==> src/rtl/bcd_to_binary_seq_if.sv <==
// Request/response bundle of the sequential BCD-to-binary converter.
// The master issues start with three BCD digits; the slave returns the handshake and result.
interface bcd_to_binary_seq_if;
    logic       start;
    logic [3:0] hundreds;
    logic [3:0] tens;
    logic [3:0] ones;
    logic       busy;
    logic       done;
    logic [7:0] value;
    logic       overflow;
    logic       error;

    modport master (
        output start, hundreds, tens, ones,
        input  busy, done, value, overflow, error
    );

    modport slave (
        input  start, hundreds, tens, ones,
        output busy, done, value, overflow, error
    );
endinterface

==> src/rtl/bcd_to_binary_seq.sv <==
// Sequential BCD-to-binary converter using reverse double dabble, one shift per clock.
// Three BCD digits in, saturated 8-bit binary out, with invalid-digit and overflow flags.
module bcd_to_binary_seq (
    input  logic                clk_50MHz,
    input  logic                reset,
    bcd_to_binary_seq_if.slave  bus
);
    localparam int unsigned DIGIT_W  = 4;
    localparam int unsigned N_DIGITS = 3;
    localparam int unsigned BCD_W    = DIGIT_W * N_DIGITS;
    localparam int unsigned BIN_W    = 10;
    localparam int unsigned CNT_W    = 4;
    localparam int unsigned VALUE_W  = 8;

    localparam logic [CNT_W-1:0]   LAST_SHIFT = CNT_W'(9);
    localparam logic [DIGIT_W-1:0] MAX_DIGIT  = DIGIT_W'(9);
    localparam logic [DIGIT_W-1:0] ADJ_LIMIT  = DIGIT_W'(8);
    localparam logic [DIGIT_W-1:0] ADJ_STEP   = DIGIT_W'(3);
    localparam logic [BIN_W-1:0]   MAX_VALUE  = BIN_W'(255);

    typedef enum logic [1:0] {
        IDLE    = 2'd0,
        CONVERT = 2'd1,
        DONE    = 2'd2
    } state_t;

    state_t               state, state_nxt;
    logic [BCD_W-1:0]     bcd_reg, bcd_nxt;
    logic [BIN_W-1:0]     bin_reg, bin_nxt;
    logic [CNT_W-1:0]     cnt, cnt_nxt;
    logic                 err, err_nxt;
    logic                 busy_nxt, done_nxt;
    logic [VALUE_W-1:0]   value_nxt;
    logic                 overflow_nxt, error_nxt;
    logic                 digits_ok;
    logic [BCD_W-1:0]     bcd_shifted;
    logic [BIN_W-1:0]     bin_shifted;

    // State and registered outputs
    always_ff @(posedge clk_50MHz) begin
        if (reset) begin
            state        <= IDLE;
            bcd_reg      <= '0;
            bin_reg      <= '0;
            cnt          <= '0;
            err          <= 1'b0;
            bus.busy     <= 1'b0;
            bus.done     <= 1'b0;
            bus.value    <= '0;
            bus.overflow <= 1'b0;
            bus.error    <= 1'b0;
        end else begin
            state        <= state_nxt;
            bcd_reg      <= bcd_nxt;
            bin_reg      <= bin_nxt;
            cnt          <= cnt_nxt;
            err          <= err_nxt;
            bus.busy     <= busy_nxt;
            bus.done     <= done_nxt;
            bus.value    <= value_nxt;
            bus.overflow <= overflow_nxt;
            bus.error    <= error_nxt;
        end
    end

    // Next-state, datapath step and output values
    always_comb begin
        state_nxt    = state;
        bcd_nxt      = bcd_reg;
        bin_nxt      = bin_reg;
        cnt_nxt      = cnt;
        err_nxt      = err;
        done_nxt     = 1'b0;
        value_nxt    = bus.value;
        overflow_nxt = bus.overflow;
        error_nxt    = bus.error;

        digits_ok = (bus.hundreds <= MAX_DIGIT) && (bus.tens <= MAX_DIGIT)
                    && (bus.ones <= MAX_DIGIT);
        {bcd_shifted, bin_shifted} = {bcd_reg, bin_reg} >> 1;

        unique case (state)
            IDLE: begin
                if (bus.start) begin
                    if (digits_ok) begin
                        bcd_nxt   = {bus.hundreds, bus.tens, bus.ones};
                        bin_nxt   = '0;
                        cnt_nxt   = '0;
                        err_nxt   = 1'b0;
                        state_nxt = CONVERT;
                    end else begin
                        err_nxt   = 1'b1;
                        state_nxt = DONE;
                    end
                end
            end
            CONVERT: begin
                bin_nxt = bin_shifted;
                // Undo the doubling carried into each digit by the shift
                for (int unsigned i = 0; i < N_DIGITS; i++) begin
                    if (bcd_shifted[i*DIGIT_W +: DIGIT_W] >= ADJ_LIMIT)
                        bcd_nxt[i*DIGIT_W +: DIGIT_W] = bcd_shifted[i*DIGIT_W +: DIGIT_W] - ADJ_STEP;
                    else
                        bcd_nxt[i*DIGIT_W +: DIGIT_W] = bcd_shifted[i*DIGIT_W +: DIGIT_W];
                end
                cnt_nxt = cnt + CNT_W'(1);
                if (cnt == LAST_SHIFT)
                    state_nxt = DONE;
            end
            DONE: begin
                done_nxt = 1'b1;
                if (err) begin
                    value_nxt    = '0;
                    overflow_nxt = 1'b0;
                    error_nxt    = 1'b1;
                end else if (bin_reg > MAX_VALUE) begin
                    value_nxt    = '1;
                    overflow_nxt = 1'b1;
                    error_nxt    = 1'b0;
                end else begin
                    value_nxt    = bin_reg[VALUE_W-1:0];
                    overflow_nxt = 1'b0;
                    error_nxt    = 1'b0;
                end
                state_nxt = IDLE;
            end
            default: state_nxt = IDLE;
        endcase

        busy_nxt = (state_nxt != IDLE);
    end
endmodule

==> src/flat_wrapper.sv <==
// flat-port wrapper written by rule: the top's interface ports become plain ports
module bcd_to_binary_seq_flat 
  (clk_50MHz, reset, bus_start, bus_hundreds, bus_tens, bus_ones, bus_busy, bus_done, bus_value, bus_overflow, bus_error);
  bcd_to_binary_seq_if bus_i ();
  input  logic clk_50MHz;
  input  logic reset;
  input wire logic [$bits(bus_i.start)-1:0] bus_start;
  input wire logic [$bits(bus_i.hundreds)-1:0] bus_hundreds;
  input wire logic [$bits(bus_i.tens)-1:0] bus_tens;
  input wire logic [$bits(bus_i.ones)-1:0] bus_ones;
  output wire logic [$bits(bus_i.busy)-1:0] bus_busy;
  output wire logic [$bits(bus_i.done)-1:0] bus_done;
  output wire logic [$bits(bus_i.value)-1:0] bus_value;
  output wire logic [$bits(bus_i.overflow)-1:0] bus_overflow;
  output wire logic [$bits(bus_i.error)-1:0] bus_error;
  assign bus_i.start = bus_start;
  assign bus_i.hundreds = bus_hundreds;
  assign bus_i.tens = bus_tens;
  assign bus_i.ones = bus_ones;
  assign bus_busy = bus_i.busy;
  assign bus_done = bus_i.done;
  assign bus_value = bus_i.value;
  assign bus_overflow = bus_i.overflow;
  assign bus_error = bus_i.error;
  bcd_to_binary_seq u_core (.clk_50MHz(clk_50MHz), .reset(reset), .bus(bus_i));
endmodule
==> config.mk <==
export PLATFORM = sky130hd
export DESIGN_NAME = bcd_to_binary_seq_flat
export DESIGN_NICKNAME = d
export VERILOG_FILES = /design/src/rtl/bcd_to_binary_seq_if.sv /design/src/rtl/bcd_to_binary_seq.sv /design/src/flat_wrapper.sv
export SDC_FILE = /design/constraint.sdc
export NUM_CORES = 1
export LEC_CHECK = 0
export CELL_PAD_IN_SITES_DETAIL_PLACEMENT = 1
export CELL_PAD_IN_SITES_GLOBAL_PLACEMENT = 2
export CORE_MARGIN = 3
export CORE_UTILIZATION = 33
export CTS_CLUSTER_DIAMETER = 40
export DETAILED_ROUTE_END_ITERATION = 12
export PLACE_DENSITY_LB_ADDON = 0.1
export SYNTH_ARGS = -nofsm -noshare
export SYNTH_HDL_FRONTEND = slang
export SYNTH_SLANG_ARGS = --single-unit
==> constraint.sdc <==
create_clock -name clk_50MHz -period 1.8 [get_ports clk_50MHz]
set_input_delay 0.18 -clock clk_50MHz [delete_from_list [all_inputs] [get_ports clk_50MHz]]
set_output_delay 0.18 -clock clk_50MHz [all_outputs]
set_load 0.01 [all_outputs]
[Yosys cells after proc, flatten, opt, wreduce, memory -nomap -nowiden]
Cells that the tools add are included.
Storage, ports and cells
  register bits after elaboration: 41
  input port bits: 15
  output and inout port bits: 12
  logic and storage cells: 56
Cells by class
  add/subtract/negate cells: 4
  magnitude comparators: 7
  eq/ne operators: 5
  mux-type cells: 23
  reductions and logical operators: 7
Operator list (count)
  two-way mux 12 bit: 2
  one-hot mux 12 bit (2 select lines): 1
  two-way mux 10 bit: 2
  two-way mux 4 bit: 5
  one-hot mux 10 bit (2 select lines): 1
  two-way mux 8 bit: 2
  <= comparator 4 bit, second input constant: 3
  > comparator 10 x 8 -> 1 bit, second input constant: 1
  >= comparator 4 bit, second input constant: 2
  one-hot mux 4 bit (2 select lines): 1
  subtractor 4 x 2 -> 4 bit, second input constant: 2
  two-way mux 2 bit: 3
  two-way mux 1 bit: 5
  adder 4 x 1 -> 4 bit, second input constant: 1
  equality test 4 bit, second input constant: 1
  >= comparator 3 x 4 -> 1 bit, second input constant: 1
  one-hot mux 2 bit (2 select lines): 1
  nonzero test 2 bit: 2
  subtractor 3 x 2 -> 4 bit, second input constant: 1
  AND reduction 3 bit: 1
  equality test 2 x 1 -> 1 bit, second input constant: 1
  equality test 2 bit, second input constant: 1
  logical AND 1 bit: 2
  zero test 2 bit: 1
  3 further kinds: 3

[Depth between registers and ports, before layout]
Gate-level depths: netlist of run 1.
  depth after elaboration: 7
  mapped depth: 6

[Worst setup path before layout of run 1]
OpenSTA, ideal clock, no wires.
  path kind: flip-flop to flip-flop
  start point: register u_core.state[1]
  end point: register u_core.bin_reg[8]
  arrival: 1.260 ns
  data required time: 1.683 ns
  slack: 0.424 ns
  cell stages (with the launch flop): 6
  path buffers: 1
  clock period less this slack: 1.376 ns
  cell sequence: dfxtp_1 -> nor2b_4 -> nand4_4 -> and3b_4 -> buf_6 -> a22o_1
On the way
  word-level cells in the longest chain between the ends: 3
  elaborated cells on any way between the ends: 7
  classes of those cells: eq/ne: 3; mux: 1; reduce/logical: 3
RTL lines
  start, declared: line bcd_to_binary_seq.sv:27  | state_t state, state_nxt;
  start signal, assigned: line bcd_to_binary_seq.sv:53  | state <= state_nxt;
  zero test 2 bit or equality test 2 x 1 -> 1 bit (tied branches): line bcd_to_binary_seq.sv:82  | unique case (state)
  != test 2 x 1 -> 1 bit (no source line) (tied with other cells)
  AND reduction 3 bit (no source line)
  end signal, assigned: line bcd_to_binary_seq.sv:55  | bin_reg <= bin_nxt;
  end, declared: line bcd_to_binary_seq.sv:29  | logic [BIN_W-1:0] bin_reg, bin_nxt;
Parallel ways exist; a longest one is shown, timed or not.
A chain may end at the register's enable or synchronous reset.

[Final worst setup path of run 1]
  start point: register u_core.state[1]
  end point: register u_core.bus.value[2]
On the way
  word-level cells in the longest chain between the ends: 1
RTL lines
  equality test 2 bit: line bcd_to_binary_seq.sv:82
  end signal, assigned: line bcd_to_binary_seq.sv:60  | bus.value <= value_nxt;
  end, declared: line bcd_to_binary_seq_if.sv:21  | output busy, done, value, overflow, error
Every way passes these cells.

==> results.md, run 1 <==
- Remaining DRCs: 0
- DR iter-0 viols: 43
- Slew @ Worst Pin: 0.620 ns
- Final TNS setup: 0 ns
- Placed Instances: 299
- Post-synth cell types: 34
- Max FFs per register: 12
- Synth Area in Compound Gates: 0.227
- Adder-cell share of the synthesized area: 0.0390
- Max-cap violations: 0
- Die width: 82.4 microns
- Core Rows: 27
- Synth top area cells: dfxtp_1 43%, nor3_1 6.5%, nor2_1 4.9%, a21oi_1 4.4%, a22o_1 4.1%
- Final Cycle Share: 0.845
- Vias: 1597
- Sequential share of the synthesized area: 0.426
- Status: completed
- Critical-path cell list: or2b_1 > nor3_1 > a21oi_1 > nor2_1
- CTS tree: done
- GRT overflow: 0
- Max stage delay cell, worst path: or2b_1
- Yosys reg bits: 41
- CP Capture Type: flip-flop
- PD cells: 891 nW/um^2
- Type of the most critical hold path: flip-flop to flip-flop
- Max incr delay on CP: 0.50 ns
- Rel. slew slack: 0.587
- Number of buffers created by CTS: 5
- Min setup slack post-route: 0.279 ns
- Non-filler cells, final: 307
- Drt via density: 5.20
- Antenna Violating Nets Remaining: 0
- Ys async rst share: 0
- Syn Inst Count: 209
- Ports: 27
- Post-CTS Setup Bufs: 0
- Die height: 82.4 microns
- Clock Skew: 0.00726 ns
- Clock Sinks: 41
- RSZ-0062 raised after global routing: false
- Router iterations before antenna repair: 4
- Post-synth EDFFs: 0
- Clock transition at the registers of the reported paths: 0.08 ns
- Input/output buffers: 26
- Vias in the first global route: 1673
- Buf+Inv Stages, Crit Path: 0
- Synthesized area: 1930 sq um
- Total Routed Length: 4.61 mm
- Post-synth top area cell: dfxtp_1
- PostCTS Resize Cnt: 0
- Area grow syn2layout: 23.5%
- H-tree depth: 2
- Die area: 6790 sq um
- Pre-CTS setup slack: 0.0553 ns
- Mux cell area share after synthesis: 0.0266
- Final hold vios: 0
- Crit path max fanout: 20
- Synth Warn #: 0
- Critical path arrival: 1.76 ns
- Final HPWL DP: 3.46 mm
- Fin nets: 255
- First-pass GRT wire length: 8.04 mm
- Initial antenna violation count: 0
- Synth Area per Inst: 9.22 sq um
- Synth Area in Simple Gates: 0.208
- Max IR drop VDD: 0.335 mV
- Post-DR wirelength/cell: 15.0 microns
- Gr usage total: 0.156
- Most common cell in the netlist: dfxtp_1
- Largest net degree at the start of global routing: 21
- Placer Congestion: 0.827
- Antenna diode count: 0
- Hold Buf Count CTS: 0
- WP data required: 2.04 ns
- FMAX: 0.657 GHz
- Mapped Nets: 230
- Pleak: 0.000842 uW
- Worst path top cell family by delay: simple AND/OR/NAND/NOR gates
- Share of post-route cells with drive strength above 1: 0.123
- Starting Density: 0.346
- Synth top area share: 0.426
- Fill cells: 661
- Largest family of logic cells by synthesized area: compound AO/OA/AOI/OAI gates
- Max clock buf depth: 2
- Startpoint Class: flip-flop
- Total core area: 5570 sq um
- Clk Latency, worst-skew pair: 0.30 ns
- Finish-stage setup viols: 0
- CTS Root Cell: clkbuf_8
- Shortest period the worst path allows: 1.52 ns
- Max-slew violations: 0
- Post-synth top cells: 41 x dfxtp_1, 25 x nor2_1, 25 x nor3_1, 17 x a21oi_1, 16 x nand2_1
- CP Class: flip-flop to flip-flop
- Synth Area in XOR/XNOR: 0.0182
- Main synth FF type: dfxtp_1
-- layout make-up --
class,instances,area (sq um),area share
Clock inverter,3,65.1,0.0273
Timing Repair Buffer,33,313,0.131
Clock buffer,5,68.8,0.0289
Tap cell,72,90.1,0.0379
Inverter,6,22.5,0.00946
Sequential cell,41,821,0.345
Multi-Input combinational cell,147,1000,0.420
-- worst min-delay path, stage by stage (launching register included) --
cell,delay (ns)
dfxtp_1,0.32
nand2_1,0.05
a21oi_1,0.05
-- path summary, 6_finish.rpt --
kind | from | endpoint | slack [ns] | depth (start not counted)
worst max-delay path | u_core.state[1] | u_core.bus.value[2] | 0.28 | 4
worst min-delay path | u_core.bcd_reg[0] | u_core.bcd_reg[0] | 0.46 | 2
worst max register to register | u_core.state[1] | u_core.bus.value[2] | 0.28 | 4
worst min register to register | u_core.bcd_reg[0] | u_core.bcd_reg[0] | 0.46 | 2
-- power by group --
| group | internal [uW] | switching [uW] |
|---|---|---|
| combinational | 117 | 136 |
| sequential | 938 | 40.8 |
| clock | 551 | 337 |
| total | 1610 | 513 |
-- through the flow --
stage	hold WS [ns]	power [uW]	utilization	instance area (sq um)
2_1_floorplan	0.342	1160	-	1930
3_3_place_gp	0.448	1250	0.403	2250
3_5_place_dp	0.449	1260	0.403	2250
4_1_cts	0.461	2140	0.427	2380
5_1_grt	0.484	2210	0.427	2380
6_report	0.458	2120	0.427	2380
-- kinds of logic (layout without fill, tap and decap cells) --
group / after synthesis / count (layout)
xor+xnor: 4 / 4
buf+inv: 21 / 47
mux: 5 / 5
simple gates: 81 / 81
compound gates: 51 / 51
flops: 41 / 41
fa+ha+maj: 6 / 6
-- cells in the final DEF, fill, tap and decap left out, types with 5 or more instances in the layout --
master / count
clkbuf_8: 5
dfxtp_1: 41
a22o_1: 9
nand2_1: 16
clkdlybuf4s50_1: 26
a21oi_1: 17
ha_1: 6
nor2_1: 25
buf_4: 7
o211ai_1: 6
nor3_1: 25
a211oi_1: 5
inv_1: 6
-- layer usage --
layer,global-route usage,routed length [microns],vias to the layer above,share of wire
met1,0.180,2030,776,0.44
li1,-,-,787,-
met2,0.272,2350,27,0.51
met4,0.0598,75,0,0.016
met5,0,0,-,0
met3,0.0434,153,7,0.033
Power figures use the tool's default switching activity.
==> run 2, diff against run 1 <==
- clock period: 1.8 -> 1.6 ns (I/O delays scaled with it)
==> results.md, run 2 (synthesis gave the netlist of run 1 again) <==
- Max-slew violations: 0 (unchanged)
- Rel. slew slack: 0.737 (was 0.587)
- Final Cycle Share: 0.927 (was 0.845)
- Input/output buffers: 26 (unchanged)
- Antenna Violating Nets Remaining: 0 (unchanged)
- Max IR drop VDD: 0.343 mV (was 0.335 mV)
- CTS Root Cell: clkbuf_8 (unchanged)
- DR iter-0 viols: 34 (was 43)
- Crit path max fanout: 7 (was 20)
- Max-cap violations: 0 (unchanged)
- Post-DR wirelength/cell: 14.8 microns (was 15.0 microns)
- Starting Density: 0.346 (unchanged)
- Total Routed Length: 4.69 mm (was 4.61 mm)
- Vias: 1608 (was 1597)
- Remaining DRCs: 0 (unchanged)
- Final hold vios: 0 (unchanged)
- Clock Sinks: 41 (unchanged)
- Max clock buf depth: 2 (unchanged)
- Critical path arrival: 1.71 ns (was 1.76 ns)
- Placer Congestion: 0.807 (was 0.827)
- Type of the most critical hold path: flip-flop to flip-flop (unchanged)
- Initial antenna violation count: 0 (unchanged)
- Clock Skew: 0.00533 ns (was 0.00726 ns)
- Status: completed (unchanged)
- Total core area: 5570 sq um (unchanged)
- Cell Area, Placed: 2310 sq um (was 2250 sq um)
- Gr usage total: 0.157 (was 0.156)
- Number of buffers created by CTS: 5 (unchanged)
- Post-CTS Setup Bufs: 0 (unchanged)
- Min setup slack post-route: 0.117 ns (was 0.279 ns)
- CP Class: flip-flop to flip-flop (unchanged)
- Vias in the first global route: 1743 (was 1673)
- Final HPWL DP: 3.50 mm (was 3.46 mm)
- Slew @ Worst Pin: 0.394 ns (was 0.620 ns)
- CTS tree: done (unchanged)
- Share of post-route cells with drive strength above 1: 0.160 (was 0.123)
- Die height: 82.4 microns (unchanged)
- Ports: 27 (unchanged)
- Pre-CTS setup slack: -0.0897 ns (was 0.0553 ns)
- Antenna diode count: 0 (unchanged)
- Area grow syn2layout: 24.9% (was 23.5%)
- GRT overflow: 0 (unchanged)
- Die area: 6790 sq um (unchanged)
- Commonest non-fill, non-tap cells in the layout: 41 x dfxtp_1, 26 x clkdlybuf4s50_1, 25 x nor2_1, 25 x nor3_1, 17 x a21oi_1 (unchanged)
- Max FFs per register: 12 (unchanged)
- Largest net degree at the start of global routing: 26 (was 21)
- Most common cell after layout, fill and taps aside: dfxtp_1 (unchanged)
- FF/Latch Area: 821 sq um (unchanged)
- Pleak: 0.000864 uW (was 0.000842 uW)
- Design area: 2410 sq um (was 2380 sq um)
- Shortest period the worst path allows: 1.48 ns (was 1.52 ns)
- Clock transition at the registers of the reported paths: 0.08 ns (about the same)
- Startpoint Class: flip-flop (unchanged)
- PD cells: 863 nW/um^2 (was 891 nW/um^2)
- CP Capture Type: flip-flop (unchanged)
- Fill cells: 664 (was 661)
- Drt via density: 5.09 (was 5.20)
- First-pass GRT wire length: 8.14 mm (was 8.04 mm)
- WP data required: 1.82 ns (was 2.04 ns)
- Router iterations before antenna repair: 4 (unchanged)
- Clk Latency, worst-skew pair: 0.29 ns (was 0.30 ns)
- FMAX: 0.674 GHz (was 0.657 GHz)
- Multi-input logic area: 1010 sq um (was 1000 sq um)
- Core Rows: 27 (unchanged)
- Die width: 82.4 microns (unchanged)
- RSZ-0062 raised after global routing: false (unchanged)
- Finish-stage setup viols: 0 (unchanged)
- H-tree depth: 2 (unchanged)
- Fin nets: 264 (was 255)
==> run 2: cell count changes in the layout (fill, tap and decap cells not counted), sizes merged <==
| cell | before | now |
|---|---|---|
| buf | 7 | 16 |
| bufinv | 2 | 0 |
| clkinv | 1 | 2 |
| clkinvlp | 0 | 1 |
==> run 2: cell type report <==
class / count / share of cell area
Multi-Input combinational cell: 147 / 0.418
Sequential cell: 41 / 0.341
Timing Repair Buffer: 42 / 0.158
Tap cell: 72 / 0.0374
Clock buffer: 5 / 0.0286
Inverter: 6 / 0.00936
Clock inverter: 3 / 0.00728
==> run 2: path summary, 6_finish.rpt <==
kind                     start                 to  slack, ns  depth (start not counted)
min          u_core.bcd_reg[0]  u_core.bcd_reg[0]       0.46                          2
max reg2reg    u_core.state[1]  u_core.bcd_reg[1]       0.12                          6
min reg2reg  u_core.bcd_reg[0]  u_core.bcd_reg[0]       0.46                          2
max            u_core.state[1]  u_core.bcd_reg[1]       0.12                          6
==> run 2: repair_timing <==
action | 4_1_cts | 5_1_grt
setup endpoints to repair | 0 | 8
hold buffers | 0 | 0
gates resized for setup | 0 | 2
==> run 2: critical path: stages, from the launching register on <==
cell	delay [ns]
dfxtp_1	0.45
nor2b_1	0.11
buf_4	0.16
a41oi_4	0.33
buf_4	0.18
nand2_1	0.05
a21oi_1	0.12
==> run 2: per-layer routing <==
metal,part of all wire,vias to the layer above,track usage
li1,-,807,-
met1,0.44,768,0.189
met2,0.51,27,0.274
met3,0.034,6,0.0401
met4,0.013,0,0.0449
met5,0,-,0
==> run 2: metrics by stage <==
stage	total power, uW	util	setup TNS, ns	cells	hold WS, ns
floorplan	1310	-	0	209	0.322
global route	2190	0.432	0	316	0.495
CTS	2120	0.431	0	316	0.459
global placement	1430	0.415	-0.584	308	0.455
detailed placement	1440	0.415	-0.879	308	0.456
finish	2080	0.432	0	316	0.460
==> run 2: power breakdown <==
part / total (uW) / internal, uW / switching (uW) / leakage [uW]
combinational: 313 / 151 / 162 / 0.000487
clock: 666 / 301 / 365 / 0.0000439
sequential: 1100 / 1060 / 42.3 / 0.000333
